### src/rtl/ps2_pkg.sv
// Shared constants for the PS/2 receiver: FSM encoding, frame geometry and default timing.
package ps2_pkg;
   localparam int FRAME_BITS         = 11;
   localparam int DEF_FILTER_LEN     = 8;
   localparam int DEF_TIMEOUT_CYCLES = 200000;

   localparam logic [1:0] ST_IDLE = 2'd0;
   localparam logic [1:0] ST_DPS  = 2'd1;
   localparam logic [1:0] ST_LOAD = 2'd2;

   // Edges remaining after the start bit: 8 data + parity + stop, counted down to 0.
   localparam logic [3:0] BIT_CNT_LOAD = 4'(FRAME_BITS - 2);

   // frame = {stop, parity, data[7:0]}; good when data+parity has odd weight and stop is 1.
   function automatic logic frame_ok(input logic [9:0] frame);
      return (^frame[8:0]) & frame[9];
   endfunction
endpackage

### src/rtl/ps2_clk_filter.sv
// Synchronizes the raw PS/2 lines, deglitches the clock and flags its falling edges.
module ps2_clk_filter #(
   parameter int FILTER_LEN = 8
) (
   input  logic clk,
   input  logic reset,
   input  logic i_ps2c,
   input  logic i_ps2d,
   output logic o_ps2d,
   output logic o_fall_edge
);
   logic                  r_c_meta, r_c_sync;
   logic                  r_d_meta, r_d_sync;
   logic [FILTER_LEN-1:0] r_hist;
   logic                  r_filt;
   logic                  w_all1, w_all0;

   // r_hist holds the last FILTER_LEN synced clock samples.
   assign w_all1      = &r_hist;
   assign w_all0      = ~|r_hist;
   assign o_fall_edge = r_filt & w_all0;
   assign o_ps2d      = r_d_sync;

   always_ff @(posedge clk or negedge reset) begin
      if (!reset) begin
         r_c_meta <= 1'b1;
         r_c_sync <= 1'b1;
         r_d_meta <= 1'b1;
         r_d_sync <= 1'b1;
         r_hist   <= '1;
         r_filt   <= 1'b1;
      end else begin
         r_c_meta <= i_ps2c;
         r_c_sync <= r_c_meta;
         r_d_meta <= i_ps2d;
         r_d_sync <= r_d_meta;
         r_hist   <= {r_hist[FILTER_LEN-2:0], r_c_sync};
         if (w_all1)
            r_filt <= 1'b1;
         else if (w_all0)
            r_filt <= 1'b0;
      end
   end
endmodule

### src/rtl/ps2_rx.sv
// PS/2 frame receiver with watchdog. Define PS2_PARITY_CHECK_EN to reject bad parity/stop frames.
//
// state | meaning
// IDLE  | waiting for a start bit (ps2d=0) on a filtered clock fall, gated by rx_en
// DPS   | shifting data, parity and stop bits; watchdog armed
// LOAD  | one-cycle frame completion; scan_done_tick or frame_err visible here
module ps2_rx
   import ps2_pkg::*;
#(
   parameter int FILTER_LEN     = DEF_FILTER_LEN,
   parameter int TIMEOUT_CYCLES = DEF_TIMEOUT_CYCLES
) (
   input  logic       clk,
   input  logic       reset,
   input  logic       ps2c,
   input  logic       ps2d,
   input  logic       rx_en,
   output logic [7:0] scan_code,
   output logic       scan_done_tick,
   output logic       frame_err
);
   localparam int                WD_W    = $clog2(TIMEOUT_CYCLES);
   localparam logic [WD_W-1:0]   WD_LAST = WD_W'(TIMEOUT_CYCLES - 1);

   logic [1:0]      r_state;
   logic [3:0]      r_bit_cnt;
   logic [9:0]      r_frame;
   logic [WD_W-1:0] r_wd;
   logic [7:0]      r_scan;
   logic            r_tick, r_err;
   logic            w_ps2d, w_fall, w_accept, w_unused;
   logic [9:0]      w_frame_nxt;

   ps2_clk_filter #(.FILTER_LEN(FILTER_LEN)) u_filter (
      .clk         (clk),
      .reset       (reset),
      .i_ps2c      (ps2c),
      .i_ps2d      (ps2d),
      .o_ps2d      (w_ps2d),
      .o_fall_edge (w_fall)
   );

   assign w_frame_nxt = {w_ps2d, r_frame[9:1]};
`ifdef PS2_PARITY_CHECK_EN
   assign w_accept = frame_ok(w_frame_nxt);
`else
   assign w_accept = 1'b1;
`endif
   assign w_unused = ^{r_frame[0], w_frame_nxt[9:8]};

   assign scan_code      = r_scan;
   assign scan_done_tick = r_tick;
   assign frame_err      = r_err;

   // Outputs are registered on the stop-bit edge so they appear during LOAD.
   always_ff @(posedge clk or negedge reset) begin
      if (!reset) begin
         r_state   <= ST_IDLE;
         r_bit_cnt <= '0;
         r_frame   <= '0;
         r_wd      <= '0;
         r_scan    <= 8'h00;
         r_tick    <= 1'b0;
         r_err     <= 1'b0;
      end else begin
         r_tick <= 1'b0;
         r_err  <= 1'b0;
         case (r_state)
            ST_IDLE: begin
               r_wd <= '0;
               if (w_fall && rx_en && !w_ps2d) begin
                  r_state   <= ST_DPS;
                  r_bit_cnt <= BIT_CNT_LOAD;
                  r_frame   <= '0;
               end
            end
            ST_DPS: begin
               if (w_fall) begin
                  r_wd    <= '0;
                  r_frame <= w_frame_nxt;
                  if (r_bit_cnt == 4'd0) begin
                     r_state <= ST_LOAD;
                     if (w_accept) begin
                        r_tick <= 1'b1;
                        r_scan <= w_frame_nxt[7:0];
                     end else begin
                        r_err <= 1'b1;
                     end
                  end else begin
                     r_bit_cnt <= r_bit_cnt - 4'd1;
                  end
               end else if (r_wd == WD_LAST) begin
                  r_state <= ST_IDLE;
                  r_wd    <= '0;
                  r_err   <= 1'b1;
               end else begin
                  r_wd <= r_wd + WD_W'(1);
               end
            end
            ST_LOAD: r_state <= ST_IDLE;
            default: r_state <= ST_IDLE;
         endcase
      end
   end
endmodule

### config.mk
export PLATFORM = sky130hd
export DESIGN_NAME = ps2_rx
export DESIGN_NICKNAME = d
export VERILOG_FILES = /design/src/rtl/ps2_pkg.sv /design/src/rtl/ps2_clk_filter.sv /design/src/rtl/ps2_rx.sv
export SDC_FILE = /design/constraint.sdc
export NUM_CORES = 1
export LEC_CHECK = 0
export CORE_MARGIN = 5
export CORE_UTILIZATION = 50
export DETAILED_ROUTE_END_ITERATION = 8
export GPL_TIMING_DRIVEN = 0
export PLACE_DENSITY_LB_ADDON = 0.25
export SYNTH_ARGS = -nofsm -noshare
export SYNTH_HDL_FRONTEND = slang
export SYNTH_SLANG_ARGS = --single-unit
### constraint.sdc
create_clock -name clk -period 2.2 [get_ports clk]
set_clock_uncertainty 0.15 [all_clocks]
set_input_delay 0.33 -clock clk [delete_from_list [all_inputs] [get_ports clk]]
set_output_delay 0.33 -clock clk [all_outputs]
set_load 0.05 [all_outputs]
==> flow_summary_export.csv, run 1 <==
group,metric,value,unit
worst_hold_path,min-delay-start,"u_filter.r_c_meta$_DFF_PN1_",
synthesis,avgSynthCellArea,10.7,um2
synthesis,yosysWarnings,0,
synthesis,seq_area_frac_synth,57.7,%
die,start_util,51.7,%
sta,final.min_clock_period,2.10,ns
global_routing,grt_use_met1,19.5,%
sta,hold_ws,0.210,ns
worst_setup_path,cp-start-kind,"flip-flop",
clock_network,path_clk_slew,0.10,ns
global_routing,antenna_found_initial,0,
synthesis,synthXorXnorAreaFrac,0.713,%
final_layout,layout-drive-gt1-share,22.5,%
die,die_x,80.1,um
synthesis,synth_top_area_share,43.8,%
synthesis,synth-seq-cells,56,
synthesis,synth_common_cells,"43 x dfrtp_1, 35 x nand2_1, 14 x nand3_1, 13 x a21oi_1, 13 x dfstp_2",
worst_setup_path,slowest_delay,0.40,ns
synthesis,synth_compound_area_share,10.9,%
routing,drc,0,
clock_network,clock-sinks,56,
clock_network,cts_tree,"done",
clock_network,cts_max_level,2,
sta,relSlewSlack,62.1,%
worst_setup_path,setup.worst_path.start,"u_filter.r_hist[5]$_DFF_PN1_",
routing,drt_iter0_drc,95,
global_routing,grt-busiest-layer,"met2",
sta,post-route-period-util,95.3,%
synthesis,synth_edf_count,0,
synthesis,synth_top_family_by_area,"simple AND/OR/NAND/NOR gates",
die,dieArea,6410,um2
sta,hold_viol,0,
synthesis,synthAdderAreaFrac,1.02,%
run,drv_cap,0,
synthesis,yosys_most_used_dff,"dfrtp_1",
worst_setup_path,worstSetupPathType,"reg2reg",
worst_setup_path,end_kind,"flip-flop",
routing,wl_per_cell,13.9,um
global_routing,use_met2,26.2,%
synthesis,synth_area_leader_cell,"dfrtp_1",
worst_hold_path,hold_class,"reg2reg",
synthesis,synth_cells,229,
clock_network,cts-root-buf,"clkbuf_8",
synthesis,synthTopCellsByArea,"dfrtp_1 44%, dfstp_2 14%, nand2_1 5.3%",
routing,viasPerCell,5.60,
final_layout,diodes,0,
die,die_h,80.1,um
global_routing,grt.total_usage,15.5,%
synthesis,synth_cell_types,42,
synthesis,yosysMostFrequentCell,"dfrtp_1",
routing,route.vias.total,1844,
global_routing,grt.overflow.total,0,
clock_network,cts_max_path_buffers,2,
pwr,peakVddDrop,403,uV
routing,ant_nets,0,
synthesis,async_flop_share,100,%
final_layout,nNetsFinal,268,
synthesis,netlist_area,2460,um2
die,core_area,4750,um2
sta,max_slew.worst_pin.slew,0.568,ns
placed_design,dpl.hpwl,3.05,mm
die,io_pins,15,
worst_setup_path,slowest_stage,"dfstp_2",
worst_setup_path,cp.arrival,2.16,ns
sta,setup_tns,0,ns
global_routing,grt_start_max_net_pins,33,
worst_setup_path,critPathMaxFanout,10,
pwr,p_per_area,700,nW/um2
sta,fmax,477,MHz
final_layout,syn_to_final_growth,19.6,%
sta,slew_violations,0,
pwr,power_leakage,1.30,nW
sta,setup_viol,0,
placed_design,numPortBuffers,14,
synthesis,synth_fp_nets,236,
routing,firstDrtPassIters,6,
placed_design,gp_congestion,0.849,
global_routing,grt_pass1_vias,1797,
worst_setup_path,path_cells,"nor4_2 -> nand3_2 -> nor3_1 -> buf_2 -> nand2_1 -> a21o_1",
global_routing,met3_usage,3.48,%
routing,wl,4.57,mm
global_routing,grt_pass1_wl,7.90,mm
clock_network,cts-buffers-inserted,5,
worst_setup_path,r2r_start,"u_filter.r_hist[5]$_DFF_PN1_",
worst_setup_path,critPathRequiredTime,2.26,ns
die,rows,25,
synthesis,synthMuxAreaShare,4.08,%
clock_network,insertion_delay,0.31,ns
synthesis,synthSimpleGateAreaFrac,22.0,%
outcome,status,"completed",
[layout make-up]
cell class,count,area [um2]
clock buffers,5,68.8
well taps,67,83.8
repair buffers,25,245
plain buffers,7,51.3
clock inverters,3,21.3
fillers,408,1820
multi-input cells,156,1010
inverters,10,37.5
flip-flops and latches,56,1420
[per-stage QoR]
step                setup slack [ns]  utilization [%]  cell area, um2  instances  power (mW)
global route                 -0.0549             61.8            2940        329        2.17
CTS                           0.0165             59.1            2810        320        2.03
detailed placement            -0.316             56.7            2700        311        1.47
global placement              -0.983             56.4            2680        310        1.45
finish                         0.104             61.8            2940        329        2.06
floorplan                      0.107                -            2460        229        1.38
[kinds of logic (layout without fill, tap and decap cells)]
family	Yosys count	after routing
AND/OR/NAND/NOR	100	100
flip-flops	56	56
AO/OA/AOI/OAI	43	43
buffers and inverters	17	50
multiplexers	9	9
adder cells (fa/ha/maj)	2	2
XOR/XNOR	2	2
[layout by cell type, fill, tap and decap left out, types with 9 or more instances in the layout]
| cell | instances |
|---|---|
| a21oi_1 | 13 |
| nand3_1 | 14 |
| o21ai_0 | 11 |
| dfstp_2 | 13 |
| nor2_1 | 9 |
| inv_1 | 10 |
| clkdlybuf4s50_1 | 13 |
| dfrtp_1 | 42 |
| nand2_1 | 35 |
[power breakdown]
part | internal (mW) | switching (mW) | leakage, nW
Combinational | 0.127 | 0.129 | 0.549
Clock | 0.227 | 0.336 | 0.0445
Sequential | 1.12 | 0.119 | 0.710
[registers in the layout, summed over array words and instances, names as in the netlist]
register           cells
r_bit_cnt              4
r_frame                9
u_filter.r_hist        8
scan_code              8
u_filter.r_c_meta      1
r_wd                  18
u_filter.r_d_meta      1
frame_err              1
scan_done_tick         1
r_state                2
u_filter.r_filt        1
u_filter.r_c_sync      1
u_filter.o_ps2d        1
[path summary, 6_finish.rpt]
check,slack (ns),endpoint,depth (start not counted)
setup / recovery,0.10,r_bit_cnt[1]$_DFFE_PN0P_,6
hold / removal,0.21,u_filter.r_c_sync$_DFF_PN1_,0
setup reg to reg,0.10,r_bit_cnt[1]$_DFFE_PN0P_,6
hold reg to reg,0.21,u_filter.r_c_sync$_DFF_PN1_,0
max in group asynchronous,0.90,u_filter.r_hist[6]$_DFF_PN1_,3
min in group asynchronous,0.38,r_bit_cnt[1]$_DFFE_PN0P_,2
[timing repair]
action,in CTS,in global routing
cloned,0,0
pin swaps,0,3
gates resized for setup,3,7
setup endpoints to repair,9,31
endpoints found under the hold margin,13,0
hold buffers,1,0
buffers inserted,0,9
[per-layer routing]
layer | wire length (um) | share of wire, %
met3 | 224 | 4.9
met1 | 2090 | 46
met4 | 59 | 1.3
met2 | 2200 | 48
met5 | 0 | 0
[critical path, delay by kind of cell, from the launching register on]
family                 cells  cell delay [ns]
buffers and inverters      1             0.27
AND/OR/NAND/NOR            4             0.98
AO/OA/AOI/OAI              1             0.19
flip-flops                 1             0.40
Power figures use the tool's default switching activity.
==> inputs of run 2 (changes only) <==
CORE_UTILIZATION = 52   (was 50)
==> flow_summary_export.csv, run 2 (same netlist as run 1, synthesis figures left out) <==
group,metric,value,unit
outcome,status,"completed",
sta,relSlewSlack,62.8,%
sta,setup_tns,0,ns
final_layout,regMostFlops,"r_wd",
routing,ant_nets,0,
die,start_util,52.7,%
worst_setup_path,critPathRequiredTime,2.24,ns
final_layout,layout-drive-gt1-share,20.6,%
final_layout,diodes,0,
sta,setup_viol,0,
sta,hold_ws,0.211,ns
routing,firstDrtPassIters,4,
global_routing,grt.overflow.total,0,
global_routing,grt.total_usage,16.5,%
clock_network,cts_max_path_buffers,2,
placed_design,numPortBuffers,14,
final_layout,finalCoreUtilization,61.8,%
pwr,pwr-share-clk,31.3,%
sta,hold_viol,0,
die,die_x,78.7,um
routing,route.vias.total,1840,
final_layout,final_common_cell,"dfrtp_1",
pwr,p_per_area,748,nW/um2
die,core_area,4660,um2
sta,post-route-period-util,96.3,%
clock_network,clock-sinks,56,
clock_network,insertion_delay,0.31,ns
clock_network,cts_tree,"done",
final_layout,nNetsFinal,263,
placed_design,dpl.hpwl,3.11,mm
die,io_pins,15,
pwr,combPwrFrac,11.8,%
pwr,peakVddDrop,631,uV
die,dieArea,6200,um2
worst_setup_path,cp.arrival,2.16,ns
sta,max_slew.worst_pin.slew,0.559,ns
clock_network,cts-buffers-inserted,5,
worst_setup_path,critPathMaxFanout,10,
placed_design,dp_cells,298,
global_routing,antenna_found_initial,0,
routing,drc,0,
run,drv_cap,0,
pwr,p_switching,0.579,mW
worst_setup_path,worstSetupPathType,"reg2reg",
final_layout,largest_reg_flops,18,
sta,fmax,472,MHz
clock_network,path_clk_slew,0.10,ns
sta,slew_violations,0,
pwr,intPower,1.58,mW
routing,viasPerCell,5.92,
final_layout,top_regs,"r_wd (18), r_frame (9)",
final_layout,stdcell_count,311,
placed_design,gp_congestion,0.852,
global_routing,grt_start_max_net_pins,33,
final_layout,fillerInstances,373,
worst_setup_path,cp-start-kind,"flip-flop",
global_routing,grt_pass1_wl,8.07,mm
die,rows,25,
pwr,pwr-share-seq,57.0,%
die,die_h,78.7,um
routing,wl_per_cell,15.3,um
clock_network,cts-root-buf,"clkbuf_8",
global_routing,grt_pass1_vias,1794,
routing,drt_iter0_drc,128,
final_layout,syn_to_final_growth,17.3,%
worst_hold_path,hold_class,"reg2reg",
pwr,swShare,26.8,%
pwr,power_leakage,1.28,nW
sta,final.min_clock_period,2.12,ns
final_layout,layout_common_cells,"43 x dfrtp_1, 35 x nand2_1, 14 x nand3_1",
clock_network,cts_max_level,2,
routing,wl,4.75,mm
worst_setup_path,end_kind,"flip-flop",
## run 2: cell types whose count changed in the layout (fill, tap and decap cells not counted), sizes merged
cell	delta
clkbuf	+1
bufinv	+1
inv	-1
buf	-6
## run 2: metal layers
layer | up-vias | share of wire [%] | GRT usage, % | routed length (um)
met1 | 923 | 44 | 20.4 | 2100
met4 | 0 | 1.2 | 8.39 | 56
met3 | 5 | 4.2 | 4.31 | 200
met5 | - | 0 | 0 | 0
met2 | 41 | 50 | 26.7 | 2400
li1 | 871 | - | - | -
## run 2: worst max-delay path, cell delays in order, from the launching register on
cell and delay, ns:
dfrtp_1 0.44, and4bb_2 0.31, nand4_1 0.22, o311a_4 0.39, buf_6 0.15, buf_6 0.14, a21oi_1 0.13, a31oi_1 0.05
## run 2: area by class of cell
| cell class | instances | area, um2 | share of cell area (%) |
|---|---|---|---|
| Clock inverter | 3 | 42.5 | 1.48 |
| Buffer | 7 | 53.8 | 1.87 |
| Sequential cell | 56 | 1420 | 49.2 |
| Timing Repair Buffer | 20 | 193 | 6.69 |
| Tap cell | 54 | 67.6 | 2.34 |
| Inverter | 10 | 37.5 | 1.30 |
| Multi-Input combinational cell | 156 | 1000 | 34.7 |
| Clock buffer | 5 | 68.8 | 2.39 |
## run 2: path summary, 6_finish.rpt
path	start	end	slack (ns)	cells after the start
min in group asynchronous	reset	r_state[0]$_DFFE_PN0P_	0.39	2
worst max register to register	r_wd[7]$_DFFE_PN0P_	r_wd[2]$_DFFE_PN0P_	0.08	7
max in group asynchronous	reset	u_filter.r_hist[6]$_DFF_PN1_	0.90	3
worst min register to register	u_filter.r_d_meta$_DFF_PN1_	u_filter.o_ps2d$_DFF_PN1_	0.21	0
worst max-delay path	r_wd[7]$_DFFE_PN0P_	r_wd[2]$_DFFE_PN0P_	0.08	7
worst min-delay path	u_filter.r_d_meta$_DFF_PN1_	u_filter.o_ps2d$_DFF_PN1_	0.21	0
## run 2: power by group through the flow
stage / registers, mW / logic (mW) / clock network, mW
CTS: 1.21 / 0.238 / 0.700
finish: 1.23 / 0.254 / 0.674
floorplan: 1.21 / 0.171 / 0
detailed placement: 1.23 / 0.234 / 0
global placement: 1.23 / 0.225 / 0
global route: 1.25 / 0.288 / 0.740
## run 2: metrics by stage
stage | area, um2 | setup slack [ns] | power [mW]
after CTS | 2810 | 0.0239 | 2.15
after floorplan | 2460 | 0.107 | 1.38
after global placement | 2660 | -0.979 | 1.45
after detailed placement | 2680 | -0.254 | 1.47
after global routing | 2880 | -0.00936 | 2.27
final | 2880 | 0.0810 | 2.16
## run 2: timing repair
action | CTS | global route
pin swaps | 0 | 1
hold buffers | 1 | 0
gates resized for setup | 2 | 7
endpoints found under the hold margin | 13 | 0
gates cloned | 0 | 0
buffers inserted | 0 | 4
setup endpoints to repair | 8 | 35
